[src/rtl/dds_ctrl_pkg.sv]
// Shared widths and FSM encoding for the DDS tone sweep sequencer.
package dds_ctrl_pkg;

   localparam int DEF_INCR_W  = 32;
   localparam int DEF_DIV_W   = 16;
   localparam int DEF_DWELL_W = 16;

   typedef enum logic [1:0] {
      IDLE = 2'd0,
      RUN  = 2'd1,
      DONE = 2'd2
   } state_t;

endpackage

[src/rtl/step_divider.sv]
// Programmable strobe divider: one-cycle strobe every (div+1) enabled cycles.
// Dropping en clears the count and kills any strobe due at that edge.
module step_divider #(
   parameter int DIV_W = 16
) (
   input  logic             clk_in,
   input  logic             rst_in,
   input  logic             en,
   input  logic [DIV_W-1:0] div,
   output logic             step
);

   logic [DIV_W-1:0] cnt_q, cnt_d;
   logic             step_q, step_d;

   // Next count / strobe: wrap and fire when the count reaches div.
   always_comb begin
      cnt_d  = '0;
      step_d = 1'b0;
      if (en) begin
         if (cnt_q == div) begin
            cnt_d  = '0;
            step_d = 1'b1;
         end else begin
            cnt_d  = cnt_q + DIV_W'(1);
         end
      end
   end

   // Count and strobe registers.
   always_ff @(posedge clk_in or negedge rst_in) begin
      if (!rst_in) begin
         cnt_q  <= '0;
         step_q <= 1'b0;
      end else begin
         cnt_q  <= cnt_d;
         step_q <= step_d;
      end
   end

   assign step = step_q;

endmodule

[src/rtl/tone_sweep_ctrl.sv]
// Linear phase-increment sweep sequencer for the DDS sine generator.
// Plays start..stop in delta steps, holding each point for (dwell+1) strobes.
module tone_sweep_ctrl
   import dds_ctrl_pkg::*;
#(
   parameter int INCR_W  = DEF_INCR_W,
   parameter int DIV_W   = DEF_DIV_W,
   parameter int DWELL_W = DEF_DWELL_W
) (
   input  logic               clk_in,
   input  logic               rst_in,
   input  logic               start_in,
   input  logic               abort_in,
   input  logic [DIV_W-1:0]   div_in,
   input  logic [DWELL_W-1:0] dwell_in,
   input  logic [INCR_W-1:0]  start_incr_in,
   input  logic [INCR_W-1:0]  stop_incr_in,
   input  logic [INCR_W-1:0]  delta_incr_in,
   output logic               step_out,
   output logic [INCR_W-1:0]  phase_incr_out,
   output logic               busy_out,
   output logic               done_out
);

   state_t               state_q, state_d;
   logic [DIV_W-1:0]     div_q, div_d;
   logic [DWELL_W-1:0]   dwell_q, dwell_d;
   logic [DWELL_W-1:0]   dwell_cnt_q, dwell_cnt_d;
   logic [INCR_W-1:0]    stop_q, stop_d;
   logic [INCR_W-1:0]    delta_q, delta_d;
   logic [INCR_W-1:0]    incr_q, incr_d;
   logic                 busy_q, busy_d;
   logic                 done_q, done_d;
   logic                 div_en;
   logic                 step;
   logic [INCR_W:0]      next_sum;

   // One extra bit so a wrap past the top of the increment range shows as carry.
   assign next_sum = {1'b0, incr_q} + {1'b0, delta_q};

   // Next state, config latching, dwell counting and point advance.
   always_comb begin
      state_d     = state_q;
      div_d       = div_q;
      dwell_d     = dwell_q;
      stop_d      = stop_q;
      delta_d     = delta_q;
      incr_d      = incr_q;
      dwell_cnt_d = dwell_cnt_q;
      case (state_q)
         IDLE: begin
            if (start_in && !abort_in) begin
               state_d     = RUN;
               div_d       = div_in;
               dwell_d     = dwell_in;
               stop_d      = stop_incr_in;
               delta_d     = delta_incr_in;
               incr_d      = start_incr_in;
               dwell_cnt_d = '0;
            end
         end
         RUN: begin
            if (abort_in) begin
               state_d = IDLE;
            end else if (step) begin
               if (dwell_cnt_q < dwell_q) begin
                  dwell_cnt_d = dwell_cnt_q + DWELL_W'(1);
               end else if ((delta_q == '0) || next_sum[INCR_W] ||
                            (next_sum[INCR_W-1:0] > stop_q)) begin
                  state_d = DONE;
               end else begin
                  incr_d      = next_sum[INCR_W-1:0];
                  dwell_cnt_d = '0;
               end
            end
         end
         DONE:    state_d = IDLE;
         default: state_d = IDLE;
      endcase
      busy_d = (state_d == RUN);
      done_d = (state_d == DONE);
      // Divider runs only while staying in RUN, so leaving RUN suppresses a coincident strobe
      // and entering RUN starts the count from zero.
      div_en = (state_q == RUN) && (state_d == RUN);
   end

   // State, config copies, counters and registered outputs.
   always_ff @(posedge clk_in or negedge rst_in) begin
      if (!rst_in) begin
         state_q     <= IDLE;
         div_q       <= '0;
         dwell_q     <= '0;
         stop_q      <= '0;
         delta_q     <= '0;
         incr_q      <= '0;
         dwell_cnt_q <= '0;
         busy_q      <= 1'b0;
         done_q      <= 1'b0;
      end else begin
         state_q     <= state_d;
         div_q       <= div_d;
         dwell_q     <= dwell_d;
         stop_q      <= stop_d;
         delta_q     <= delta_d;
         incr_q      <= incr_d;
         dwell_cnt_q <= dwell_cnt_d;
         busy_q      <= busy_d;
         done_q      <= done_d;
      end
   end

   step_divider #(.DIV_W(DIV_W)) u_div (
      .clk_in (clk_in),
      .rst_in (rst_in),
      .en     (div_en),
      .div    (div_q),
      .step   (step)
   );

   assign step_out       = step;
   assign phase_incr_out = incr_q;
   assign busy_out       = busy_q;
   assign done_out       = done_q;

endmodule

[config.mk]
export PLATFORM = sky130hd
export DESIGN_NAME = tone_sweep_ctrl
export DESIGN_NICKNAME = d
export VERILOG_FILES = /design/src/rtl/dds_ctrl_pkg.sv /design/src/rtl/step_divider.sv /design/src/rtl/tone_sweep_ctrl.sv
export SDC_FILE = /design/constraint.sdc
export NUM_CORES = 1
export LEC_CHECK = 0
export CORE_UTILIZATION = 59
export CTS_CLUSTER_DIAMETER = 80
export CTS_CLUSTER_SIZE = 14
export DETAILED_ROUTE_END_ITERATION = 7
export DONT_BUFFER_PORTS = 1
export HOLD_SLACK_MARGIN = 0.12
export MAX_ROUTING_LAYER = met4
export PLACE_DENSITY_LB_ADDON = 0.3
export SKIP_LAST_GASP = 1
export SLEW_MARGIN = 20
export SYNTH_ARGS = -nofsm -noshare
export SYNTH_HDL_FRONTEND = slang
export SYNTH_HIERARCHICAL = 1
export SYNTH_SLANG_ARGS = --single-unit
[constraint.sdc]
create_clock -name clk_in -period 5.1 [get_ports clk_in]
set_input_delay 0.765 -clock clk_in [delete_from_list [all_inputs] [get_ports clk_in]]
set_output_delay 0.765 -clock clk_in [all_outputs]
set_load 0.01 [all_outputs]
== After elaboration in Yosys (flattened, before gate mapping) ==
Cells that the tools add are included.

* Word-level logic and storage cells: 59
* Register bits after elaboration: 165
* Output and inout port bits: 35
* Input port bits: 132

* Reduce and logical (&&, ||, !) cells: 11
* Multiplexer cells: 22
* Equality and inequality tests: 10
* Add/sub/neg operators: 3
* $lt $le $gt $ge: 2

{| class="wikitable"
|+ Operators by type and width
! cell !! count
|-
| two-way mux 32 bit || 5
|-
| two-way mux 16 bit || 7
|-
| case mux 32 bit (2 select lines) || 1
|-
| adder 32 x 32 -> 33 bit || 1
|-
| adder 16 x 1 -> 16 bit (second input constant) || 2
|-
| > comparator 32 bit || 1
|-
| logical NOT 32 bit || 1
|-
| case mux 16 bit (2 select lines) || 1
|-
| == test 16 bit || 1
|-
| < comparator 16 bit || 1
|-
| two-way mux 2 bit || 5
|-
| inequality test 2 bit (second input constant) || 4
|-
| AND reduction 6 bit || 1
|-
| AND reduction 5 bit || 1
|-
| == test 2 x 1 -> 1 bit (second input constant) || 2
|-
| case mux 2 bit (2 select lines) || 1
|-
| inequality test 3 bit (second input constant) || 1
|-
| == test 2 bit (second input constant) || 1
|-
| logical AND 1 bit || 2
|-
| logical NOT 2 bit || 1
|-
| logical OR 1 bit || 2
|-
| two-way mux 1 bit || 2
|-
| inequality test 2 x 1 -> 1 bit (second input constant) || 1
|-
| AND reduction 2 bit || 1
|-
| other kinds (2) || 2
|}

== Depth between registers and ports, before layout ==
Gate-level depths: netlist of the first run.

* Word-level depth: 11
* Mapped depth: 21
* Mapped depth without buffers: 20

== Hierarchy ==
The synthesis of the first run kept the hierarchy.

{| class="wikitable"
|+ Modules (own cells, without submodules)
! module !! cells an instance !! area an instance (um^2) !! times used !! sequential area each (um^2)
|-
| tone_sweep_ctrl || 1071 || 9381.5 || 1 || 3703.6
|-
| step_divider || 100 || 1008.5 || 1 || 425.4
|}

== Worst setup path after synthesis of the first run ==
OpenSTA, ideal clock, no wires.

* Path kind: register to register
* Start point: register incr_q[0], in the netlist phase_incr_out[0]
* End point: register u_div.cnt_q[11]
* Path buffers: 1
* Arrival: 5191 ps
* Clock period less this slack: 5262 ps
* Setup time: 71 ps
* Slack: -162 ps
* Cell stages (with the launch flop): 22
* Required time: 5029 ps
* Cells stage by stage: dfrtp_1 ha_1 inv_1 fa_1 nand2b_1 a21oi_2 o211ai_1 o31a_1 o31a_1 o41ai_2 xor2_1 ha_1 nand4_1 or4_1 o21bai_1 o22ai_1 a21oi_2 o211ai_1 a311oi_1 o41ai_4 buf_6 nor2_1

* Cells in the longest elaborated chain, start to end: 11
* Elaborated cells between the ends (all ways): 12
* Classes of those cells: add/sub (1); order compare (1); eq/ne (1); mux (6); reduce/logical (3)

{| class="wikitable"
|+ Ends and longest elaborated chain
! item !! line !! text
|-
| start, declared || tone_sweep_ctrl.sv:31 || <nowiki>logic [INCR_W-1:0] incr_q, incr_d;</nowiki>
|-
| start signal, assigned || tone_sweep_ctrl.sv:105 || <nowiki>incr_q <= incr_d;</nowiki>
|-
| adder 32 x 32 -> 33 bit (*) || tone_sweep_ctrl.sv:39 || <nowiki>assign next_sum = {1'b0, incr_q} + {1'b0, delta_q};</nowiki>
|-
| > comparator 32 bit / logical OR 1 bit (equally long branches) || tone_sweep_ctrl.sv:69, tone_sweep_ctrl.sv:68 ||
|-
| logical OR 1 bit (*) || tone_sweep_ctrl.sv:68 || <nowiki>end else if ((delta_q == '0) || next_sum[INCR_W] ||</nowiki>
|-
| two-way mux 2 bit (*) || tone_sweep_ctrl.sv:68 ||
|-
| two-way mux 2 bit (*) || tone_sweep_ctrl.sv:66 || <nowiki>if (dwell_cnt_q < dwell_q) begin</nowiki>
|-
| two-way mux 2 bit (*) || tone_sweep_ctrl.sv:65 || <nowiki>end else if (step) begin</nowiki>
|-
| two-way mux 2 bit (*) || tone_sweep_ctrl.sv:63 || <nowiki>if (abort_in) begin</nowiki>
|-
| case mux 2 bit (2 select lines) (*) || tone_sweep_ctrl.sv:50 || <nowiki>case (state_q)</nowiki>
|-
| == test 2 x 1 -> 1 bit (*) || tone_sweep_ctrl.sv:84 || <nowiki>div_en = (state_q == RUN) && (state_d == RUN);</nowiki>
|-
| logical AND 1 bit (*) || tone_sweep_ctrl.sv:84 ||
|-
| named net div_en || tone_sweep_ctrl.sv:34 || <nowiki>logic div_en;</nowiki>
|-
| two-way mux 16 bit (*) || step_divider.sv:20 || <nowiki>if (en) begin</nowiki>
|-
| named net u_div.cnt_d[11] || step_divider.sv:13 || <nowiki>logic [DIV_W-1:0] cnt_q, cnt_d;</nowiki>
|-
| end signal, assigned || step_divider.sv:36 || <nowiki>cnt_q <= cnt_d;</nowiki>
|-
| end, declared || step_divider.sv:13 ||
|}

The timed path passes the listed nets; every way through them passes the cells marked *.
A chain may end at the register's enable or synchronous reset.

== Worst setup path in the final report of the first run ==
* Start point: register incr_q[1], in the netlist phase_incr_out[1]
* End point: register u_div.cnt_q[7]

The elaborated chain is that of the path after synthesis.

==> flow_summary.ini, run 1 <==
[flow_run]
drv_cap = 0

[route]
avgRoutedWirePerCell_um = 18.47
num_vias = 8524
drt_pass1_iterations = 8
first_iter_violations = 619
routed_wl_mm = 26.19
drc = 0
postRouteAntennaNets = 0
avgViaCountPerCell = 6.011

[timing]
finalCritPeriodShare = 0.9783
whs_ns = 0.3150
setup_violations = 0
drv_slew = 0
maxSlewHeadroom = 0.3422
finalCriticalPeriod_ns = 4.989
fmax_mhz = 200.4
skew_ns = 0.01121
rsz0062_at_grt = yes
hold_viol = 0
tightest_slew_ns = 0.9867

[worst_setup_path]
cp.arrival_ns = 5.33
cp_data_required_time_ns = 5.44
r2r_setup_slack_ns = 0.11
critPathKind = register to register
worstPathMaxFanout = 8
start_kind = register
critPathCaptureType = register

[finish]
areaGrowthSynthToFinish_pct = 11.61
num_antenna_cells = 0
finalNetCount = 1395
drive_gt1_frac = 0.1165
stdcell_area_sq_mm = 0.01160

[yosys]
avgSynthCellArea_sq_um = 8.873
yosys-top-cells-area = dfrtp_1 40%, ha_1 9.8%, nand2_1 9.1%, o21ai_0 3.9%, xnor2_1 3.7%
yosysTopAreaCellShare = 0.3974
yosys_warnings = 6
mappedNetlistArea_sq_mm = 0.01039
synthTopCellsByCount = 253 x nand2_1, 165 x dfrtp_1, 81 x ha_1, 80 x o21ai_0, 73 x inv_1
syn-num-nets = 1385
synth_most_common_cell = nand2_1
synthFlopType = dfrtp_1
syn_inst = 1171
synth_cell_type_count = 75
synth.yosys.seq_area_share = 0.3974
ys_seq_elements = 165
async_flop_share = 1.000
synth_top_cell_by_area = dfrtp_1
synth_edf_count = 0

[grt]
grt_use_total = 0.3056
grt_overflow_total = 0
antenna_found_initial = 0
grt_start_max_net_pins = 166
grt_first_pass_wirelength_mm = 41.85
grt_pass1_vias = 8160

[floorplan]
start_util = 0.6028
die_y_um = 134.7
dieWidth_um = 134.7
num_rows = 48
ios = 167
fp.dieArea_sq_mm = 0.01815
core_area_sq_mm = 0.01724

[clock_network]
cts_made_buffers = 17
clk_pin_slew_worst_paths_ns = 0.07
clockRootBuffer = clkbuf_16
cts.sinks = 165
cts.htree.levels = 4
insertion_delay_ns = 0.43
tritoncts = built
clockBufferDepth = 2

[placement]
dpl_cell_area_sq_mm = 0.01070
numPortBuffers = 0
hpwl_mm = 18.73
place_congestion = 0.9095

[pwr]
vdd_ir_drop_max_uv = 293.3
powerDensity_mw_per_mm2 = 582.9
power.leakage_nw = 5.364

[min_path]
hold_class = input pin to async pin

[outcome]
outcome = finished clean
[cells in the final DEF (no fill, tap or decap), drive strengths merged, types with 12 or more instances in the layout]
| cell type | Yosys | routed |
|---|---|---|
| buf | 16 | 40 |
| nand3 | 40 | 40 |
| xnor2 | 44 | 44 |
| nand3b | 12 | 12 |
| xor2 | 12 | 12 |
| dfrtp | 165 | 165 |
| clkbuf | 34 | 21 |
| ha | 81 | 81 |
| inv | 73 | 75 |
| o21ai | 82 | 82 |
| nand2 | 254 | 254 |
| a21oi | 69 | 69 |
| mux2 | 26 | 26 |
| nand4 | 23 | 23 |
| nor3 | 14 | 14 |
| mux2i | 29 | 29 |
| nor2 | 50 | 50 |
[registers in the layout, summed over array words and instances (netlist names)]
name and cells:
dwell_q 16, u_div/cnt_q 16, u_div/step 1, delta_q 32
dwell_cnt_q 16, done_out 1, busy_out 1, div_q 16
stop_q 32, phase_incr_out 32, state_q 2
[final timing paths]
kind | startpoint | endpoint | depth (start not counted)
max | phase_incr_out[1] | u_div/cnt_q[7] | 20
min | rst_in | dwell_q[3] | 1
max reg2reg | phase_incr_out[1] | u_div/cnt_q[7] | 20
min reg2reg | div_q[4] | div_q[4] | 2
max in group asynchronous | rst_in | dwell_cnt_q[4] | 1
min in group clk_in | delta_incr_in[2] | delta_q[2] | 2
[power by group]
| part | internal (mW) | switching, mW | total, mW |
|---|---|---|---|
| logic | 1.53 | 1.95 | 3.47 |
| registers | 1.58 | 0.324 | 1.90 |
| clock network | 0.848 | 0.533 | 1.38 |
| total | 3.96 | 2.80 | 6.76 |
[routing by layer]
metal	track usage	wire length, um
met3	0.06381	1818
met4	0.1124	795
met2	0.4705	11880
met1	0.3981	11690
met5	-	0
[kinds of logic (layout without fill, tap and decap cells)]
logic type / after synthesis / after routing / synth area share
muxes: 55 / 55 / 0.06118
xor gates and xnor gates: 56 / 56 / 0.04721
DFF: 165 / 165 / 0.3974
adders and majority gates: 82 / 82 / 0.09947
buffers and inverters: 123 / 144 / 0.04889
and+or+nand+nor: 455 / 455 / 0.2027
AOI/OAI and AO/OA: 235 / 236 / 0.1432
[cell type report]
cell class	count	area, sq um
multi-input combinational	884	5937
timing repair buffer	40	345.3
clock buffer	21	460.4
tap	225	281.5
clock inverter	10	168.9
fill	1397	5640
inverter	73	274.0
sequential	165	4129
[critical path, stage by stage (launching register included)]
cell	delay (ns)
dfrtp_1	0.38
buf_4	0.16
ha_1	0.32
a211oi_2	0.27
o211ai_1	0.17
buf_4	0.17
a311oi_1	0.32
o21bai_1	0.12
a21oi_1	0.21
xnor2_1	0.12
ha_1	0.33
nand4_1	0.22
or4_4	0.62
o21bai_1	0.14
o22ai_1	0.11
a21oi_2	0.20
o211ai_1	0.20
a311oi_2	0.32
buf_4	0.20
o41ai_4	0.14
nor2_1	0.18
[timing repair]
item	in CTS	in global routing
pin swaps	4	18
gates cloned	1	0
endpoints found under the hold margin	165	0
buffers inserted	4	6
hold buffers	1	0
endpoints found under the setup margin	50	67
resized for setup	4	23
[stage by stage]
step                utilization  instances  setup slack [ns]  TNS [ns]  power [mW]
global placement         0.6209       1375          -0.01539  -0.03275       4.998
finish                   0.6728       1418            0.1108         0       6.760
floorplan                     -       1171           0.03577         0       4.217
CTS                      0.6627       1412          -0.01336  -0.01336       6.566
detailed placement       0.6209       1375           -0.1367    -2.707       5.091
global route             0.6728       1418           -0.2380    -5.589       7.267
(Power assumes the default switching activity.)
==> inputs of run 2 (changes only) <==
Settings changed: CORE_UTILIZATION 59 to 46, SLEW_MARGIN 20 to not set.
==> flow_summary.ini, run 2 (same netlist as run 1, synthesis figures left out) <==
[outcome]
outcome = finished with violations
violations = design-rule violations

[route]
avgRoutedWirePerCell_um = 18.21
postRouteAntennaNets = 0
avgViaCountPerCell = 5.709
first_iter_violations = 681
routed_wl_mm = 26.92
drt_pass1_iterations = 8
drc = 8
num_vias = 8438

[finish]
finalNetCount = 1402
num_antenna_cells = 0
areaGrowthSynthToFinish_pct = 12.07
final_util = 0.5303
final_common_cell = nand2_1
stdcell_area_sq_mm = 0.01164
final_cell_mix = 253 x nand2_1, 165 x dfrtp_1, 79 x ha_1
drive_gt1_frac = 0.1194

[clock_network]
cts.sinks = 165
clockRootBuffer = clkbuf_16
tritoncts = built
insertion_delay_ns = 0.44
cts_made_buffers = 17
clockBufferDepth = 2
cts.htree.levels = 4
clk_pin_slew_worst_paths_ns = 0.07

[floorplan]
ios = 167
die_y_um = 152.3
dieWidth_um = 152.3
fp.dieArea_sq_mm = 0.02319
start_util = 0.4732
core_area_sq_mm = 0.02196
num_rows = 54

[worst_setup_path]
start_kind = register
cp_data_required_time_ns = 5.41
critPathKind = register to register
worstPathMaxFanout = 6
cp.arrival_ns = 5.28
critPathCaptureType = register

[flow_run]
drv_cap = 0

[pwr]
power.leakage_nw = 5.392
vdd_ir_drop_max_uv = 265.3
powerDensity_mw_per_mm2 = 569.9

[timing]
fmax_mhz = 201.2
finalCriticalPeriod_ns = 4.969
whs_ns = 0.3659
fin_ws_ns = 0.1310
finalCritPeriodShare = 0.9743
maxSlewHeadroom = 0.2698
skew_ns = 0.009852
drv_slew = 0
fin_setup_tns_ns = 0
hold_viol = 0
rsz0062_at_grt = yes
tightest_slew_ns = 1.093
setup_violations = 0

[grt]
grt_start_max_net_pins = 166
grt_use_total = 0.2436
grt_first_pass_wirelength_mm = 43.15
grt_overflow_total = 0
antenna_found_initial = 0
grt_pass1_vias = 8190

[placement]
pre_cts_ws_ns = -0.1816
numPortBuffers = 0
hpwl_mm = 19.51
dpl_cell_area_sq_mm = 0.01080
place_congestion = 0.9414

[min_path]
hold_class = input pin to async pin
[run 2: area by class of cell]
type | count | area, sq um
Fill cell | 2027 | 10310
Timing Repair Buffer | 47 | 431.7
Inverter | 73 | 274.0
Clock buffer | 19 | 442.9
Sequential cell | 165 | 4129
Clock inverter | 10 | 110.1
Tap cell | 280 | 350.3
Multi-Input combinational cell | 884 | 5906
[run 2: timing repair]
item                                   CTS  global route
setup endpoints to repair               49            67
endpoints found under the hold margin  165             0
pin swaps                                2            19
gates cloned                             0             2
buffers inserted                         2            12
hold buffers                             1             0
gates resized for setup                  3            25
[run 2: worst paths after layout]
kind,startpoint,to,slack [ns],depth (start not counted)
setup / recovery,delta_q[0],phase_incr_out[28],0.13,21
hold / removal,rst_in,phase_incr_out[7],0.37,1
setup reg to reg,delta_q[0],phase_incr_out[28],0.13,21
hold reg to reg,stop_q[0],stop_q[0],0.49,2
max in group asynchronous,rst_in,dwell_cnt_q[1],4.15,1
min in group clk_in,div_in[1],div_q[1],0.44,2
[run 2: where the power goes]
group          switching, mW  total (mW)  internal, mW
Sequential             0.317        1.90          1.58
Clock                  0.534        1.26         0.722
Combinational           1.94        3.48          1.54
Total                   2.79        6.64          3.84
[run 2: metal layers]
layer	GRT usage	vias to the layer above	routed length, um
li1	-	4120	-
met1	0.3345	4009	12590
met2	0.3649	274	12010
met3	0.04124	35	1736
met4	0.08017	0	582
met5	-	-	0
[run 2: worst max-delay path, cell delays in order (launching register included)]
cell	delay, ns
dfrtp_1	0.38
ha_2	0.21
inv_2	0.04
fa_2	0.35
nand2b_4	0.16
a21oi_4	0.16
o211ai_1	0.15
o31a_1	0.34
buf_4	0.17
o31a_4	0.37
xnor2_2	0.15
ha_1	0.30
nand4_1	0.14
or4_4	0.55
o21bai_1	0.15
o22ai_1	0.09
a21oi_2	0.19
buf_4	0.16
o2111ai_4	0.12
nand2_4	0.20
clkbuf_16	0.18
mux2_4	0.29
[run 2: through the flow]
stage                     cells  power [mW]
after floorplan            1171       4.217
after global placement     1432       5.092
after detailed placement   1432       5.166
after CTS                  1464       6.517
after global routing       1478       7.161
final                      1478       6.636
==> inputs of run 3 (changes only) <==
Settings changed: SYNTH_HIERARCHICAL 1 to not set.
==> flow_summary.ini, run 3 <==
[pwr]
vdd_ir_drop_max_uv = 253.7
powerDensity_mw_per_mm2 = 555.3
power.leakage_nw = 5.447

[clock_network]
clockBufferDepth = 2
cts.sinks = 165
tritoncts = built
clk_pin_slew_worst_paths_ns = 0.07
insertion_delay_ns = 0.43
cts_made_buffers = 17
cts.htree.levels = 4
clockRootBuffer = clkbuf_16

[grt]
grt_overflow_total = 0
grt_use_total = 0.2607
grt_pass1_vias = 8363
grt_first_pass_wirelength_mm = 44.55
antenna_found_initial = 0
grt_start_max_net_pins = 166

[timing]
fmax_mhz = 205.4
fin_ws_ns = 0.2326
maxSlewHeadroom = 0.3539
drv_slew = 0
finalCritPeriodShare = 0.9544
finalCriticalPeriod_ns = 4.867
setup_violations = 0
hold_viol = 0
skew_ns = 0.01617
tightest_slew_ns = 0.9692

[worst_setup_path]
critPathCaptureType = register
r2r_start = delta_q[7]
r2r_end = phase_incr_out[3]
r2r_cells = 19
crit_start = delta_q[7]
cp_data_required_time_ns = 5.41
r2r_setup_slack_ns = 0.23
start_kind = register
setup.worst_path.end = phase_incr_out[3]
worstPathMaxFanout = 10
critPathKind = register to register
cp.arrival_ns = 5.17

[finish]
final_common_cell = nand2_1
finalNetCount = 1434
final_cell_mix = 248 x nand2_1, 165 x dfrtp_1, 119 x o21ai_0
fin_cells = 1513
fill_cells = 2098
drive_gt1_frac = 0.09732
num_antenna_cells = 0
areaGrowthSynthToFinish_pct = 11.78

[yosys]
yosys_warnings = 0
synth_edf_count = 0
syn_inst = 1196
synth.yosys.seq_area_share = 0.4005
synth_cell_type_count = 68
synth_most_common_cell = nand2_1
yosysTopAreaCellShare = 0.4005
ys_seq_elements = 165
yosys-top-cells-area = dfrtp_1 40%, ha_1 9.8%, nand2_1 9.0%, o21ai_0 5.8%, inv_1 2.4%
avgSynthCellArea_sq_um = 8.620
async_flop_share = 1.000
synthTopCellsByCount = 248 x nand2_1, 165 x dfrtp_1, 120 x o21ai_0, 81 x ha_1
synth_top_cell_by_area = dfrtp_1
syn-num-nets = 1410
synthFlopType = dfrtp_1
mappedNetlistArea_sq_mm = 0.01031

[floorplan]
ios = 167
start_util = 0.4710
die_y_um = 151.7
dieWidth_um = 151.7
num_rows = 54
fp.dieArea_sq_mm = 0.02302
core_area_sq_mm = 0.02189

[route]
routed_wl_mm = 28.46
num_vias = 8713
drt_pass1_iterations = 5
avgRoutedWirePerCell_um = 18.81
postRouteAntennaNets = 0
first_iter_violations = 631
drc = 0
avgViaCountPerCell = 5.759

[placement]
place_congestion = 0.9028
pre_cts_ws_ns = -0.08102
placed_cells = 1478
hpwl_mm = 21.14
numPortBuffers = 0

[min_path]
hold_class = input pin to async pin

[flow_run]
drv_cap = 0

[outcome]
outcome = finished clean
==> run 3: logic make-up after synthesis <==
logic type	share of synthesized area
AOI/OAI and AO/OA	0.1759
xor gates and xnor gates	0.04163
adders and majority gates	0.1002
buffers and inverters	0.04418
DFF	0.4005
muxes	0.02913
and+or+nand+nor	0.2085
==> run 3: timing repair <==
item | CTS | global route
pin swaps | 1 | 5
setup endpoints to repair | 10 | 67
hold endpoints to repair | 165 | 0
gates resized for setup | 1 | 12
hold buffers | 1 | 0
buffers inserted | 1 | 1
gates cloned | 0 | 0
==> run 3: routing by layer <==
metal  wire [um]  track usage  up-vias  part of all wire
met5           0            -        -                 0
met4         280      0.05297        0            0.0098
met3        1922      0.06317       26             0.068
met2       13010       0.4005      254              0.46
met1       13240       0.3498     4183              0.47
li1            -            -     4250                 -
==> run 3: worst min-delay path by stage <==
stage                 endpoint  slack (ns)  cells after the start
CTS                 dwell_q[5]        0.42                      1
finish              dwell_q[6]        0.35                      1
floorplan           dwell_q[0]        0.45                      2
global placement     stop_q[0]        0.47                      2
detailed placement   stop_q[0]        0.47                      2
global route        delta_q[4]        0.41                      2
==> run 3: final cells by class <==
class	count	area (sq um)	share of cell area
clock buffer	19	442.9	0.03843
clock inverter	13	130.1	0.01129
inverter	66	247.7	0.02150
multi-input combinational	917	5807	0.5039
sequential	165	4129	0.3583
tap	280	350.3	0.03040
timing repair buffer	53	417.9	0.03626
==> run 3: report_power, final <==
group / internal, mW / leakage, nW / switching, mW
clock: 0.665 / 0.279 / 0.615
sequential: 1.59 / 2.09 / 0.271
combinational: 1.36 / 3.08 / 1.90
==> run 3: critical path, stage by stage (launching register included) <==
cell,delay (ns)
dfrtp_1,0.41
ha_1,0.41
and3_1,0.21
and4_1,0.20
nand3_1,0.15
a211o_1,0.36
and3_1,0.25
nor4_1,0.31
nor3_1,0.14
ha_1,0.31
and4_1,0.22
nand4_1,0.21
nor3_2,0.21
and3_1,0.23
a211oi_4,0.08
buf_4,0.19
a41oi_4,0.28
or2_4,0.25
buf_4,0.21
o21ai_0,0.11
==> run 3: through the flow <==
step / hold slack (ns) / power, mW / cell area, sq um / utilization / TNS (ns)
floorplan: 0.4467 / 4.034 / 10310 / - / 0
global placement: 0.4713 / 4.958 / 10850 / 0.4958 / 0
detailed placement: 0.4719 / 4.996 / 10850 / 0.4958 / -0.3784
CTS: 0.4204 / 6.339 / 11470 / 0.5238 / 0
global route: 0.4131 / 6.898 / 11520 / 0.5265 / -0.0006928
finish: 0.3493 / 6.400 / 11520 / 0.5265 / 0
